File: src/rtl/l1_stream_out_pkg.sv
// Shared definitions for the layer-1 stream-out stage.
//   - default widths of the layer-memory data/address buses and checksum
//   - layer-1 map size and raster index width
//   - layer-select encodings and the stream-out FSM state type
package l1_stream_out_pkg;

  localparam int unsigned DEF_DATA_W = 13;
  localparam int unsigned DEF_ADDR_W = 12;
  localparam int unsigned DEF_SIDE   = 32;
  localparam int unsigned DEF_SUM_W  = 23;

  localparam int unsigned L1_PIXELS  = DEF_SIDE * DEF_SIDE;  // 1024
  localparam int unsigned IDX_W      = 10;                   // {y[4:0],x[4:0]}

  localparam logic CSEL_L0 = 1'b0;
  localparam logic CSEL_L1 = 1'b1;

  typedef enum logic [1:0] {
    IDLE,
    RUN,
    DRAIN,
    DONE
  } state_e;

endpackage

File: src/rtl/l1_stream_out_fifo.sv
// skid_fifo2: 2-entry synchronous FIFO used to absorb the 1-cycle memory read
// latency and sink back-pressure.
//   clk     in   clock
//   rst_n   in   synchronous active-low reset (empties FIFO, clears storage)
//   push_i  in   write din_i (ignored only if full and not popping)
//   din_i   in   entry to write
//   pop_i   in   remove head (ignored when empty)
//   dout_o  out  current head entry
//   count_o out  occupancy 0..2
module skid_fifo2 #(
  parameter int unsigned WIDTH = 24
) (
  input  logic             clk,
  input  logic             rst_n,
  input  logic             push_i,
  input  logic [WIDTH-1:0] din_i,
  input  logic             pop_i,
  output logic [WIDTH-1:0] dout_o,
  output logic [1:0]       count_o
);

  logic [WIDTH-1:0] mem_q [2];
  logic             wr_ptr_q;
  logic             rd_ptr_q;
  logic [1:0]       count_q;
  logic             do_push;
  logic             do_pop;

  assign do_pop  = pop_i & (count_q != 2'd0);
  // When full, a same-cycle pop frees the slot being written.
  assign do_push = push_i & ((count_q != 2'd2) | do_pop);

  always_ff @(posedge clk) begin
    if (!rst_n) begin
      for (int unsigned i = 0; i < 2; i++) begin
        mem_q[i] <= '0;
      end
      wr_ptr_q <= 1'b0;
      rd_ptr_q <= 1'b0;
      count_q  <= '0;
    end else begin
      if (do_push) begin
        mem_q[wr_ptr_q] <= din_i;
        wr_ptr_q        <= ~wr_ptr_q;
      end
      if (do_pop) begin
        rd_ptr_q <= ~rd_ptr_q;
      end
      count_q <= count_q + {1'b0, do_push} - {1'b0, do_pop};
    end
  end

  assign dout_o  = mem_q[rd_ptr_q];
  assign count_o = count_q;

endmodule

File: src/rtl/l1_stream_out.sv
// l1_stream_out: after the conv engine drops busy, reads the layer-1 map in
// raster order from the shared layer memory and streams it out over
// valid/ready with pixel index, last flag and running checksum.
//   clk, reset         clock; synchronous active-low reset
//   conv_busy          engine busy; 1->0 edge in IDLE starts a frame
//   crd/caddr_rd/csel  layer-memory read strobe, address, layer select
//   cdata_rd           read data, valid the cycle after crd
//   out_valid/ready    stream handshake
//   out_data/idx/last  pixel, raster index, final-pixel flag
//   checksum           unsigned sum of pixels handed over this frame
//   busy / done        frame in progress / 1-cycle completion pulse
module l1_stream_out
  import l1_stream_out_pkg::*;
#(
  parameter int unsigned DATA_W = DEF_DATA_W,
  parameter int unsigned ADDR_W = DEF_ADDR_W,
  parameter int unsigned SIDE   = DEF_SIDE,
  parameter int unsigned SUM_W  = DEF_SUM_W
) (
  input  logic              clk,
  input  logic              reset,
  input  logic              conv_busy,
  output logic              crd,
  output logic [ADDR_W-1:0] caddr_rd,
  input  logic [DATA_W-1:0] cdata_rd,
  output logic              csel,
  output logic              out_valid,
  input  logic              out_ready,
  output logic [DATA_W-1:0] out_data,
  output logic [IDX_W-1:0]  out_idx,
  output logic              out_last,
  output logic [SUM_W-1:0]  checksum,
  output logic              busy,
  output logic              done
);

  localparam int unsigned NPIX  = SIDE * SIDE;
  localparam int unsigned CNT_W = $clog2(NPIX) + 1;
  localparam int unsigned ENT_W = DATA_W + IDX_W + 1;

  localparam logic [CNT_W-1:0] LAST_RD  = CNT_W'(NPIX - 1);
  localparam logic [CNT_W-1:0] END_RD   = CNT_W'(NPIX);
  localparam logic [IDX_W-1:0] LAST_IDX = IDX_W'(NPIX - 1);

  state_e             state_q, state_d;
  logic               busy_q;
  logic [CNT_W-1:0]   rd_cnt_q, rd_cnt_d;
  logic               infl_q;
  logic [IDX_W-1:0]   infl_idx_q;
  logic [SUM_W-1:0]   sum_q, sum_d;

  logic               start;
  logic               hs;
  logic               issue;
  logic [2:0]         credit;
  logic [1:0]         fifo_count;
  logic [ENT_W-1:0]   fifo_din;
  logic [ENT_W-1:0]   fifo_dout;

  assign start = busy_q & ~conv_busy;

  assign out_valid = (fifo_count != 2'd0);
  assign hs        = out_valid & out_ready;
  assign {out_data, out_idx, out_last} = fifo_dout;

  // Returning read data is tagged with the index captured at issue time.
  assign fifo_din = {cdata_rd, infl_idx_q, (infl_idx_q == LAST_IDX)};

  // Credit counts the slot freed by a same-cycle pop so a full-rate sink sees
  // one pixel per cycle; a completely full FIFO never gets a new read.
  assign credit = 3'(fifo_count) + 3'(infl_q) - 3'(hs);
  assign issue  = (state_q == RUN) & (fifo_count != 2'd2) &
                  (credit < 3'd2) & (rd_cnt_q != END_RD);

  always_comb begin
    state_d  = state_q;
    rd_cnt_d = rd_cnt_q;
    sum_d    = sum_q;
    case (state_q)
      IDLE: begin
        if (start) begin
          state_d  = RUN;
          rd_cnt_d = '0;
          sum_d    = '0;
        end
      end
      RUN: begin
        if (issue && (rd_cnt_q == LAST_RD)) begin
          state_d = DRAIN;
        end
      end
      DRAIN: begin
        if (hs && out_last) begin
          state_d = DONE;
        end
      end
      DONE: begin
        state_d = IDLE;
      end
      default: begin
        state_d = IDLE;
      end
    endcase
    if (issue) begin
      rd_cnt_d = rd_cnt_q + 1'b1;
    end
    if (hs) begin
      sum_d = sum_q + SUM_W'(out_data);
    end
  end

  always_ff @(posedge clk) begin
    if (!reset) begin
      state_q    <= IDLE;
      busy_q     <= 1'b0;
      rd_cnt_q   <= '0;
      infl_q     <= 1'b0;
      infl_idx_q <= '0;
      sum_q      <= '0;
    end else begin
      state_q  <= state_d;
      busy_q   <= conv_busy;
      rd_cnt_q <= rd_cnt_d;
      sum_q    <= sum_d;
      infl_q   <= issue;
      if (issue) begin
        infl_idx_q <= rd_cnt_q[IDX_W-1:0];
      end
    end
  end

  skid_fifo2 #(
    .WIDTH (ENT_W)
  ) u_fifo (
    .clk     (clk),
    .rst_n   (reset),
    .push_i  (infl_q),
    .din_i   (fifo_din),
    .pop_i   (hs),
    .dout_o  (fifo_dout),
    .count_o (fifo_count)
  );

  assign crd      = issue;
  assign caddr_rd = issue ? ADDR_W'(rd_cnt_q) : '0;
  assign csel     = ((state_q == RUN) || (state_q == DRAIN)) ? CSEL_L1 : CSEL_L0;
  assign busy     = (state_q == RUN) || (state_q == DRAIN);
  assign done     = (state_q == DONE);
  assign checksum = sum_q;

endmodule

File: config.mk
export PLATFORM = sky130hd
export DESIGN_NAME = l1_stream_out
export DESIGN_NICKNAME = d
export VERILOG_FILES = /design/src/rtl/l1_stream_out_pkg.sv /design/src/rtl/l1_stream_out_fifo.sv /design/src/rtl/l1_stream_out.sv
export SDC_FILE = /design/constraint.sdc
export NUM_CORES = 1
export LEC_CHECK = 0
export CORE_UTILIZATION = 40
export DETAILED_ROUTE_END_ITERATION = 12
export GPL_TIMING_DRIVEN = 0
export PLACE_DENSITY_LB_ADDON = 0.3
export SLEW_MARGIN = 20
export SYNTH_ARGS = -nofsm -noshare
export SYNTH_HDL_FRONTEND = slang
export SYNTH_HIERARCHICAL = 1
export SYNTH_SLANG_ARGS = --single-unit
File: constraint.sdc
create_clock -name clk -period 6.8 [get_ports clk]
set_input_delay 1.02 -clock clk [delete_from_list [all_inputs] [get_ports clk]]
set_output_delay 1.02 -clock clk [all_outputs]
set_load 0.01 [all_outputs]
# ---- Word level (Yosys, flattened, before mapping)
# Memories as Yosys holds them, arrays and structs flattened. A register that Yosys moved wholly into a read port is not among the register bits.
# Index checks and enable logic that the tools add are counted.
dict set report word_totals {
  out_inout_bits 64
  word_cells 72
  register_bits 52
  mem_count 1
  in_bits 17
  mem_bits_rw 48
}
dict set report classes {
  mux 21
  n_bitwise 11
  reduce_logical 13
  order_cmp 1
  eq_ne 10
  n_addsub 6
}
# name depth width rd rd_clocked_by_memory_dff write_ports line_no
set memory_table {}
lappend memory_table {u_fifo.mem_q 2 24 1 1 2 l1_stream_out_fifo.sv:22} ;# logic [WIDTH-1:0] mem_q [2];
# operator count
set op_table {}
lappend op_table {{$mux W23} 3}
lappend op_table {{$mux W11} 4}
lappend op_table {{$mux W24} 1}
lappend op_table {{$reduce_or A24 Y1} 1}
lappend op_table {{$add A23 B13 Y23} 1}
lappend op_table {{$add A11 B1 Y11 const B} 1}
lappend op_table {{$eq A11 B10 Y1 const B} 1}
lappend op_table {{$ne A11 B11 Y1 const B} 1}
lappend op_table {{$eq A10 B10 Y1 const B} 1}
lappend op_table {{$reduce_bool A2 Y1} 5}
lappend op_table {{$mux W1} 9}
lappend op_table {{$ne A2 B2 Y1 const B} 4}
lappend op_table {{$pmux W2 S4} 1}
lappend op_table {{$and A1 B1 Y1} 7}
lappend op_table {{$mux W2} 3}
lappend op_table {{$eq A2 B2 Y1 const B} 2}
lappend op_table {{$reduce_and A2 Y1} 2}
lappend op_table {{$add A2 B1 Y3} 1}
lappend op_table {{$lt A3 B2 Y1 const B} 1}
lappend op_table {{$not A1 Y1} 3}
lappend op_table {{$reduce_and A3 Y1} 1}
lappend op_table {{$sub A3 B1 Y3} 1}
lappend op_table {{$add A2 B1 Y2} 1}
lappend op_table {{$eq A2 B1 Y1 const B} 1}
lappend op_table {{other kinds (5)} 6}

# ---- Depth between registers and ports, before layout
# Gate-level depths: netlist (run 1).
dict set report depth {
  word_depth 10
  ltp_mapped 12
  mapped_depth_nobuf 11
}

# ---- Cells and area by module
# The synthesis (run 1) kept the hierarchy.
# mod seq_area_each_um2 n_inst cells_per_inst area_each_um2
set by_module_without_submodules {}
lappend by_module_without_submodules {l1_stream_out 960.9 1 353 2871.5}
lappend by_module_without_submodules {skid_fifo2 1541.5 1 151 2336.0}

# ---- Least setup slack after synthesis (run 1)
# Ideal clock, no wire load.
dict set report synth_path {
  path_kind {input port to output port}
  start {input out_ready}
  end {output caddr_rd[0]}
  cell_stages 12
  t_required_ns 5.780
  arrival_ns 3.248
  n_path_buf 2
  slack_ns 2.532
  path_cell_list {o21a_4 -> clkbuf_1 -> ha_1 -> nand2b_1 -> fa_1 -> and3_1 -> o211a_2 -> nand2_1 -> inv_2 -> buf_2 -> nand2_1 -> inv_1}
}
dict set report synth_via {
  elab_chain_len 6
}
# element line_no
set synth_rtl {}
lappend synth_rtl {{from (decl)} l1_stream_out.sv:28} ;# input logic out_ready,
lappend synth_rtl {{$and A1 B1 Y1} l1_stream_out.sv:63} ;# assign hs = out_valid & out_ready;
lappend synth_rtl {{net hs} l1_stream_out.sv:53} ;# logic hs;
lappend synth_rtl {{$sub A3 B1 Y3} l1_stream_out.sv:71} ;# assign credit = 3'(fifo_count) + 3'(infl_q) - 3'(hs);
lappend synth_rtl {{$lt A3 B2 Y1} l1_stream_out.sv:73} ;# (credit < 3'd2) & (rd_cnt_q != END_RD);
lappend synth_rtl {{$and A1 B1 Y1} l1_stream_out.sv:72} ;# assign issue = (state_q == RUN) & (fifo_count != 2'd2) &
lappend synth_rtl {{$and A1 B1 Y1} l1_stream_out.sv:73}
lappend synth_rtl {{net crd} l1_stream_out.sv:23} ;# output logic crd,
lappend synth_rtl {{$mux W11} l1_stream_out.sv:145} ;# assign caddr_rd = issue ? ADDR_W'(rd_cnt_q) : '0;
lappend synth_rtl {{to (decl)} l1_stream_out.sv:24} ;# output logic [ADDR_W-1:0] caddr_rd,
# The timed path passes the listed nets, and every way through them passes these cells.

# ---- Worst setup path after layout (run 1)
dict set report layout_path {
  start {input out_ready}
  end {output caddr_rd[0]}
}
dict set report layout_via {
  elab_chain_len 6
}
# element line_no
set layout_rtl {}
lappend layout_rtl {{$and A1 B1 Y1} l1_stream_out.sv:63}
lappend layout_rtl {{net hs} l1_stream_out.sv:53}
lappend layout_rtl {{$sub A3 B1 Y3} l1_stream_out.sv:71}
lappend layout_rtl {{$lt A3 B2 Y1} l1_stream_out.sv:73}
lappend layout_rtl {{$and A1 B1 Y1} l1_stream_out.sv:72}
lappend layout_rtl {{$and A1 B1 Y1} l1_stream_out.sv:73}
lappend layout_rtl {{$mux W11} l1_stream_out.sv:145}
# The timed path passes the listed nets, and every way through them passes these cells.

==> flow_metrics.tcl, run 1 <==
set metrics [dict create \
    status "finished clean" \
    synthesis.nets 545 \
    synthSimpleGateAreaFrac_pct 21.1 \
    drt_wl_total_um 12000 \
    p_per_area_nw_per_um2 250 \
    wl_per_cell_um 15.6 \
    grt_pass1_wl_um 19100 \
    numCtsBuffers 9 \
    cap_violations 0 \
    grt_remaining_overflow 0 \
    worst_slack_ps 1030 \
    antennaDiodeCount 0 \
    clk_pin_slew_ps 70 \
    crit_fanout 12 \
    relSlewSlack_pct 52.4 \
    post-route-period-util_pct 84.8 \
    hold_class "reg -> reg" \
    synth_area_leader_cell "edfxtp_1" \
    postRouteAntennaNets 0 \
    critPathKind "in -> out" \
    area_growth_pct 26.1 \
    synth-adder-area-share_pct 6.05 \
    gp_congestion 0.819 \
    coreArea_um2 12700 \
    rsz0062_at_grt "no" \
    synthTopCellsByCount "53 x dfxtp_1, 52 x nand2_1, 50 x and2_1, 48 x edfxtp_1, 33 x a21oi_1" \
    fp.dieArea_um2 13500 \
    rows 41 \
    antenna_found_initial 0 \
    drt_iter0_drc 158 \
    cellLeakagePower_uw 0.00259 \
    cts-root-buf "clkbuf_16" \
    skew_ps 10.2 \
    cts_resized 0 \
    synth_xor_area_share_pct 2.19 \
    synth-edff-count 48 \
    tns_ps 0 \
    use_met1_pct 23.5 \
    grt_pass1_vias 3948 \
    fp.dieH_um 116 \
    worstMarginPinSlew_ps 714 \
    yosysMostFrequentCell "dfxtp_1" \
    track_usage_pct 18.6 \
    post_cts_buffers 0 \
    required_ps 5780 \
    cts_tree "yes" \
    setup.worst_path.end_class "output pin" \
    cts_sinks 101 \
    dp_hpwl_um 8590 \
    viasPerCell 5.22 \
    yosys-top-cells-area "edfxtp_1 28%, dfxtp_1 20%, and2_1 6.0%" \
    hold_viol 0 \
    synth_compound_area_share_pct 12.5 \
    first_pass_iters 4 \
    period_minus_slack_ps 5770 \
    setup-violations-final 0 \
    synth-main-ff-cell "dfxtp_1" \
    grt_use_met3_pct 4.15 \
    clockBufferDepth 2 \
    synthMuxAreaShare_pct 5.96 \
    post-route-drc-count 0 \
    die_w_um 116 \
    crit_arrival_ps 4750 \
    drive_gt1_share_pct 14.2 \
    clkLatencyLatePin_ps 350 \
    fin_nets 636 \
    yosysSeqAreaShare_pct 48.1 \
    synth_top_family_by_area "simple AND/OR/NAND/NOR gates" \
    vdd_drop_max_uv 105 \
    pin_count 81 \
    final_max_slew_viol_count 0 \
    pre_cts_slack_ps 1070 \
    ys_types 69 \
    start_kind "primary input" \
    cts-hold-fix-buffers 0 \
    use_met2_pct 32.0 \
    initial_utilization_pct 41.1 \
    htree_levels 3 \
    num_vias 4028 \
    synth_top_cell_area_share_pct 27.7 \
    async_reset_ff_share_pct 0 \
    grt.busiest_layer "met2" \
    final_core_util_pct 51.8 \
    port_buffers 79 \
    synth_area_um2 5210 \
    synth-seq-cells 101 \
    max_freq_mhz 173 \
    yosys_warnings 6 \
    syn_area_per_cell_um2 10.3 \
    postSynthCellCount 504 \
    grt_max_degree 25 \
]
==> kinds of logic (layout without fill, tap and decap cells) <==
group | count (synthesis) | after routing
AND/OR/NAND/NOR | 200 | 200
flip-flops | 101 | 101
AO/OA/AOI/OAI | 94 | 94
buffers and inverters | 43 | 139
multiplexers | 28 | 28
adder cells (fa/ha/maj) | 24 | 24
XOR/XNOR | 13 | 13
other | 1 | 1
==> layout make-up <==
type                       instances  area, um2
multi-input combinational        360       2510
timing repair buffer              80        806
inverter                          23       86.3
sequential                       101       2500
fill                            1182       6100
clock buffer                      13        287
buffer                            20        123
clock inverter                     3       40.0
tap                              172        215
==> critical path, cell delays in order <==
cell             delay, ps
clkdlybuf4s50_1        500
o21a_4                 160
clkbuf_1               490
ha_1                   340
nand2b_1               160
fa_1                   520
o211a_2                300
nand2_1                150
inv_2                  130
buf_2                  230
nand2_1                140
inv_1                   80
clkdlybuf4s50_1        530
==> through the flow <==
step                cells  power [uW]  hold WS, ps  cell area (um2)
global route          772        1710          523             6570
CTS                   772        1650          486             6570
detailed placement    756        1100          477             6240
finish                772        1640          481             6570
floorplan             504         947          453             5210
global placement      755        1080          463             6210
==> where the power goes <==
part           switching (uW)  internal, uW
Sequential               27.1           684
Clock                     223           333
Combinational             204           172
Total                     455          1190
==> per-layer routing <==
metal / vias to the layer above / share of wire (%) / routed length, um
met5: - / 0 / 0
li1: 1966 / - / -
met3: 8 / 4.7 / 564
met4: 0 / 0.88 / 106
met1: 1958 / 46 / 5570
met2: 96 / 48 / 5800
==> layout by cell type, fill, tap and decap left out, drive strengths merged, types with 8 or more instances in the layout <==
cell type      netlist  layout
a21oi               36      36
and2                58      58
buf                 14      15
clkbuf               6      19
clkdlybuf4s50        0      79
dfxtp               53      53
edfxtp              48      48
ha                  22      22
inv                 22      22
mux2                24      24
nand2               52      52
nand2b               8       8
nand3                8       8
nand4                9       9
nor2                31      31
o21ai               17      17
==> state kept, by name (all words and copies together) (netlist names), named ones only <==
register,count
busy_q,1
checksum,23
infl_idx_q,10
infl_q,1
rd_cnt_q,11
state_q,2
u_fifo/count_o,2
u_fifo/mem_q,48
u_fifo/rd_ptr_q,1
u_fifo/wr_ptr_q,1
==> worst paths after layout <==
check	from	endpoint	slack, ps	cells past startpoint
worst max register to register	u_fifo/count_o[1]	state_q[1]	3230	11
worst min register to register	checksum[5]	checksum[5]	480	2
worst max-delay path	out_ready	caddr_rd[0]	1030	13
worst min-delay path	checksum[5]	checksum[5]	480	2
No activity file was read; power rests on OpenSTA's default activity.
==> run 2: changes to the inputs <==
Clock period 6.8 ns to 5.8 ns, I/O delays scaled along.
==> results of run 2 <==
Same layout as run 1 (identical final DEF). Status: finished clean.
Among the figures that moved: setup slack after placement 1070 ps -> 365 ps; setup slack after layout 1030 ps -> 334 ps; register-to-register setup slack 3230 ps -> 2230 ps; total power 1640 uW -> 1930 uW; worst IR drop on VDD 105 uV -> 124 uV
==> run 3: changes to the inputs <==
Settings changed: SLEW_MARGIN 20 to 15, TNS_END_PERCENT from default to 100.
==> results of run 3 <==
Same layout as run 1 (identical final DEF). Status: finished clean.
Among the figures that moved: setup slack after placement 1070 ps -> 365 ps; setup slack after layout 1030 ps -> 334 ps; register-to-register setup slack 3230 ps -> 2230 ps; total power 1640 uW -> 1930 uW; worst IR drop on VDD 105 uV -> 124 uV
